<file path="config.mk">
export PLATFORM = sky130hd
export DESIGN_NAME = led_counter
export DESIGN_NICKNAME = d
export VERILOG_FILES = /design/src/rtl/led_counter.sv
export SDC_FILE = /design/constraint.sdc
export NUM_CORES = 1
export LEC_CHECK = 0
export CORE_ASPECT_RATIO = 0.5
export CORE_MARGIN = 3
export CORE_UTILIZATION = 30
export DETAILED_ROUTE_END_ITERATION = 16
export DONT_BUFFER_PORTS = 1
export PLACE_DENSITY_LB_ADDON = 0.08
export SYNTH_ARGS = -nofsm -noshare
export SYNTH_HDL_FRONTEND = slang
export SYNTH_SLANG_ARGS = --single-unit
</file>
<file path="constraint.sdc">
create_clock -name clk -period 2.6 [get_ports clk]
set_input_delay 0.13 -clock clk [delete_from_list [all_inputs] [get_ports clk]]
set_output_delay 0.13 -clock clk [all_outputs]
set_load 0.01 [all_outputs]
</file>
<file path="src/rtl/led_counter.sv">
// Free-running counter whose top four bits drive the board LEDs.
// Counting waits for a lock flag that models PLL lock after reset release.
module led_counter #(
  parameter int WIDTH       = 28,
  parameter int LOCK_CYCLES = 500
) (
  input  logic       clk,
  input  logic       reset,
  input  logic       enable,
  output logic [3:0] LED
);

  localparam int TW = (LOCK_CYCLES < 1) ? 1 : $clog2(LOCK_CYCLES + 1);
  localparam logic [TW-1:0] LOCK_MAX  = TW'(LOCK_CYCLES);
  localparam logic [TW-1:0] LOCK_LAST = TW'(LOCK_CYCLES - 1);

  logic [WIDTH-1:0] count;
  logic [TW-1:0]    lock_timer;
  logic             locked;

  // locked rises on the same edge that lock_timer reaches LOCK_CYCLES
  always_ff @(posedge clk) begin
    if (reset) begin
      lock_timer <= '0;
      locked     <= 1'b0;
    end else begin
      if (lock_timer != LOCK_MAX)
        lock_timer <= lock_timer + TW'(1);
      locked <= locked || (lock_timer >= LOCK_LAST);
    end
  end

  always_ff @(posedge clk) begin
    if (reset)
      count <= '0;
    else if (enable && locked)
      count <= count + WIDTH'(1);
  end

  assign LED = count[WIDTH-1:WIDTH-4];

endmodule

</file>
==> results by stage <==
Worst setup path:
- The worst setup path is launched from a register.
- The setup path with the least slack is of type reg -> reg.
- The register-to-register setup slack is 0.42 ns.
- Data arrives at the worst endpoint at 2.35 ns.
- The cell type of the slowest stage on the worst timing path is sky130_fd_sc_hd__or4b_1.
- STA classifies the critical path endpoint as a register.
- The required time at the worst-slack endpoint is 2.76 ns.
- For the worst flop-to-flop path, the logic depth is 4.
- The critical register-to-register path endpoint is count[27]$_SDFFE_PP0P_.
- In this design, the stage delay of the slowest critical-path cell is 0.72 ns.
- The launching point of the worst reg2reg path is locked$_SDFF_PP0_.
- The largest fanout on the critical path is 16.
- Walking the worst path, the cells encountered are and4_1 > or4b_1 > nor4_1 > mux2_2.

CTS:
- Clock tree synthesis selected as its root buffer the cell sky130_fd_sc_hd__clkbuf_16.
- The number of setup buffers added after CTS is 0.
- CTS saw 38 sinks.
- The clock insertion delay at the later pin of the skew report is 0.27 ns.
- The number of hold buffers added after CTS was 1.
- The number of buffers created by CTS is 5.
- The CTS tree is yes.
- The clock tree synthesis step divided the H-tree into 2 levels.
- Clock-pin slew was measured on the worst setup and hold paths at 0.06 ns.
- The number of buffers on the longest clock path is 2.
- The post-cts repair resize count is 0.

Finish:
- The proportion of layout cells with a drive suffix above 1 is 0.0865.
- The number of antenna repair diodes is 0.
- The final net count is 213.
- From synthesis to final layout, the design area changed by 9.68%.
- The multi-input gate area in the final layout is 917 µm².
- The total of fill cells in the finished design is 579.
- The total area of sequential cells is 761 µm².

Run status:
- The run finished with clean final reports.

STA:
- In the post-route analysis, the smallest setup slack over all paths is 0.416 ns.
- The fmax is 0.458 GHz.
- The post-route fraction of the period consumed by the critical path is 0.840.
- The setup TNS is 0 ns.
- Setup violations remaining at the end of the flow were counted as 0.
- The pin slew with the least headroom to its limit is 0.544 ns.
- The number of hold-slack violations in the final timing report is 0.
- The setup skew after layout is 0.00618 ns.
- The count of pins over their slew limit is 0.
- The post-layout minimum cycle time is 2.18 ns.
- The headroom to the max-slew limit is 0.634.
- Setup repair after global routing left no endpoint under its margin.

Synthesis:
- The number of nets produced by synthesis is 219.
- The instance count of the mapped netlist is 213.
- The average size of a mapped cell is 8.44 µm².
- After synthesis the netlist holds a flip-flop and latch count of 38.
- Yosys attributes the largest share of cell area to sky130_fd_sc_hd__dfxtp_1 (42%), sky130_fd_sc_hd__nor2_1 (5.2%), sky130_fd_sc_hd__a21oi_1 (4.5%), sky130_fd_sc_hd__mux2_2 (4.4%), sky130_fd_sc_hd__or3_1 (3.5%).
- The Yosys warning count is 0.
- The number of distinct library cells after synthesis is 33.
- The synthesized design spends more area on one cell type than any other, namely sky130_fd_sc_hd__dfxtp_1.
- In this run the cell area of the synthesized design comes to 1800 µm².
- For this run, the register share of the synthesized area comes to 0.423.
- The share of synthesized area in the top cell type comes to 0.423.

Floorplan:
- The overall die area is 7010 µm².
- The floorplan row count is 19.
- The width of the die is 115 µm.
- The vertical die dimension is 60.7 µm.
- The initial cell density of the core is 0.319.
- After floorplanning, the core was sized to cover 5630 µm².
- The number of I/O pins is 7.

Placement:
- Input and output buffers added on the ports amount to 0.
- The worst setup slack before clock tree synthesis is 0.407 ns.
- After legalization and detailed placement, the total HPWL measured 2.14 mm.
- The placer's final routability congestion estimate is 0.692.

Routing:
- The final antenna-violating net count is 0.
- The detailed-route vias per instance is 4.98.
- The count of routing violations after the opening detailed-route iteration is 108.
- The routed design has 3.34 mm of wire.
- The total DRC errors in the routed layout is 0.
- The first-pass iteration count of the detailed router is 4.
- Dividing the detail-routed wire length by the instance count gives 11.9 µm.
- The overall via count from detail_route is 1399.

Global routing:
- The leftover overflow at the end of global routing is 0.
- The total global routing track utilization is 0.107.
- The largest net degree at the start of global routing is 31.
- The initial antenna violation count is 0.
- The via count of the first global-routing pass came to 1256.
- The first global-routing pass estimated 5.86 mm of wire.

Power and ir drop:
- IR analysis of the VDD net gives a maximum drop of 0.214 mV.
- The standby leakage power is 0.604 nW.
- Power spread over the standard cell area amounts to 618 nW/µm².

Flow run:
- The tool flagged a number of max-cap violations equal to 0.

Hold path:
- The number of cells on the worst hold path is 2.
- The worst min-delay path class is in -> reg.
- The worst hold path terminates at lock_timer[2]$_SDFFE_PP0P_.
- The beginning of the worst hold path is reset.
## cell families after synthesis
family,Yosys count,share of synthesized area
muxes,8,0.0494
and+or+nand+nor,97,0.282
xor gates and xnor gates,12,0.0585
adders and majority gates,3,0.0209
buffers and inverters,23,0.0662
DFF,38,0.423
AOI/OAI and AO/OA,32,0.0996
## layout by cell type, fill, tap and decap left out, drive strengths merged, types with 6 or more instances in the layout
master,instances
or4,7
o21ai,9
inv,9
a21oi,16
xnor2,7
nand2,16
nand3,10
dfxtp,38
nor3,9
clkbuf,7
nor2,25
nor2b,6
or3,10
mux2,7
## final cells by class
| cell class | count | share of cell area |
|---|---|---|
| tap | 73 | 0.0463 |
| multi-input combinational | 152 | 0.465 |
| clock buffer | 7 | 0.0724 |
| inverter | 9 | 0.0171 |
| clock inverter | 1 | 0.00254 |
| timing repair buffer | 1 | 0.0102 |
| sequential | 38 | 0.386 |
## power breakdown
group / switching, mW / leakage, nW / total, mW / internal [mW]
Sequential: 0.00455 / 0.307 / 0.591 / 0.586
Clock: 0.222 / 0.0739 / 0.602 / 0.380
Combinational: 0.0147 / 0.223 / 0.0255 / 0.0108
Total: 0.241 / 0.604 / 1.22 / 0.977
## synth_stat cells
master,number
sky130_fd_sc_hd__buf_2,2
sky130_fd_sc_hd__nor3_1,9
sky130_fd_sc_hd__a2111oi_0,1
sky130_fd_sc_hd__o31ai_1,5
sky130_fd_sc_hd__or4_1,6
sky130_fd_sc_hd__nand2_1,16
sky130_fd_sc_hd__or2_2,1
sky130_fd_sc_hd__buf_1,1
sky130_fd_sc_hd__or3_1,10
sky130_fd_sc_hd__o21a_1,1
sky130_fd_sc_hd__a21oi_1,16
sky130_fd_sc_hd__ha_1,3
sky130_fd_sc_hd__nand3_2,1
sky130_fd_sc_hd__mux2_2,7
sky130_fd_sc_hd__dfxtp_1,38
sky130_fd_sc_hd__nor2b_1,6
sky130_fd_sc_hd__nand3_1,9
sky130_fd_sc_hd__mux2i_1,1
sky130_fd_sc_hd__xnor2_1,7
sky130_fd_sc_hd__inv_1,9
sky130_fd_sc_hd__or4b_1,1
sky130_fd_sc_hd__nor3b_1,1
sky130_fd_sc_hd__nor2_1,25
sky130_fd_sc_hd__nand3b_1,1
sky130_fd_sc_hd__buf_4,4
sky130_fd_sc_hd__buf_6,2
sky130_fd_sc_hd__nand4_1,5
sky130_fd_sc_hd__clkbuf_1,5
sky130_fd_sc_hd__or4_4,1
sky130_fd_sc_hd__o21ai_0,9
sky130_fd_sc_hd__and4_1,1
sky130_fd_sc_hd__nor4_1,4
sky130_fd_sc_hd__xor2_1,5
## flip-flops by register name (all words and copies together), names as in the netlist
| register | flops |
|---|---|
| count | 28 |
| locked | 1 |
| lock_timer | 9 |
## worst max-delay path, delay by kind of cell (launching register included)
| kind | cells | cell delay, ns |
|---|---|---|
| multiplexers | 1 | 0.38 |
| flip-flops | 1 | 0.40 |
| AND/OR/NAND/NOR | 3 | 1.30 |
## how the worst max path moves through the flow
stage / slack [ns] / to / depth (start not counted) / start
4_1_cts: 0.41 / count[27]$_SDFFE_PP0P_ / 4 / locked$_SDFF_PP0_
5_1_grt: 0.26 / count[27]$_SDFFE_PP0P_ / 4 / locked$_SDFF_PP0_
6_report: 0.42 / count[27]$_SDFFE_PP0P_ / 4 / locked$_SDFF_PP0_
2_1_floorplan: 0.61 / count[20]$_SDFFE_PP0P_ / 6 / count[0]$_SDFFE_PP0P_
3_3_place_gp: 0.50 / count[27]$_SDFFE_PP0P_ / 4 / locked$_SDFF_PP0_
3_5_place_dp: 0.41 / count[27]$_SDFFE_PP0P_ / 4 / locked$_SDFF_PP0_
## per-stage QoR
step	power [mW]	instances	instance area, µm²	hold WS, ns	util
4_1_cts	1.24	281	1970	0.0141	0.350
3_5_place_dp	0.618	272	1800	0.205	0.320
6_report	1.22	281	1970	0.0217	0.350
2_1_floorplan	0.624	213	1800	0.290	-
3_3_place_gp	0.618	272	1800	0.203	0.320
5_1_grt	1.27	281	1970	0.0250	0.350
## layer usage
metal,track usage,vias to the layer above,part of all wire
met2,0.163,21,0.43
met5,0,-,0
met1,0.145,650,0.53
met4,0.0251,0,0.0033
met3,0.0418,2,0.044
li1,-,726,-
No activity file was read; power rests on OpenSTA's default activity.
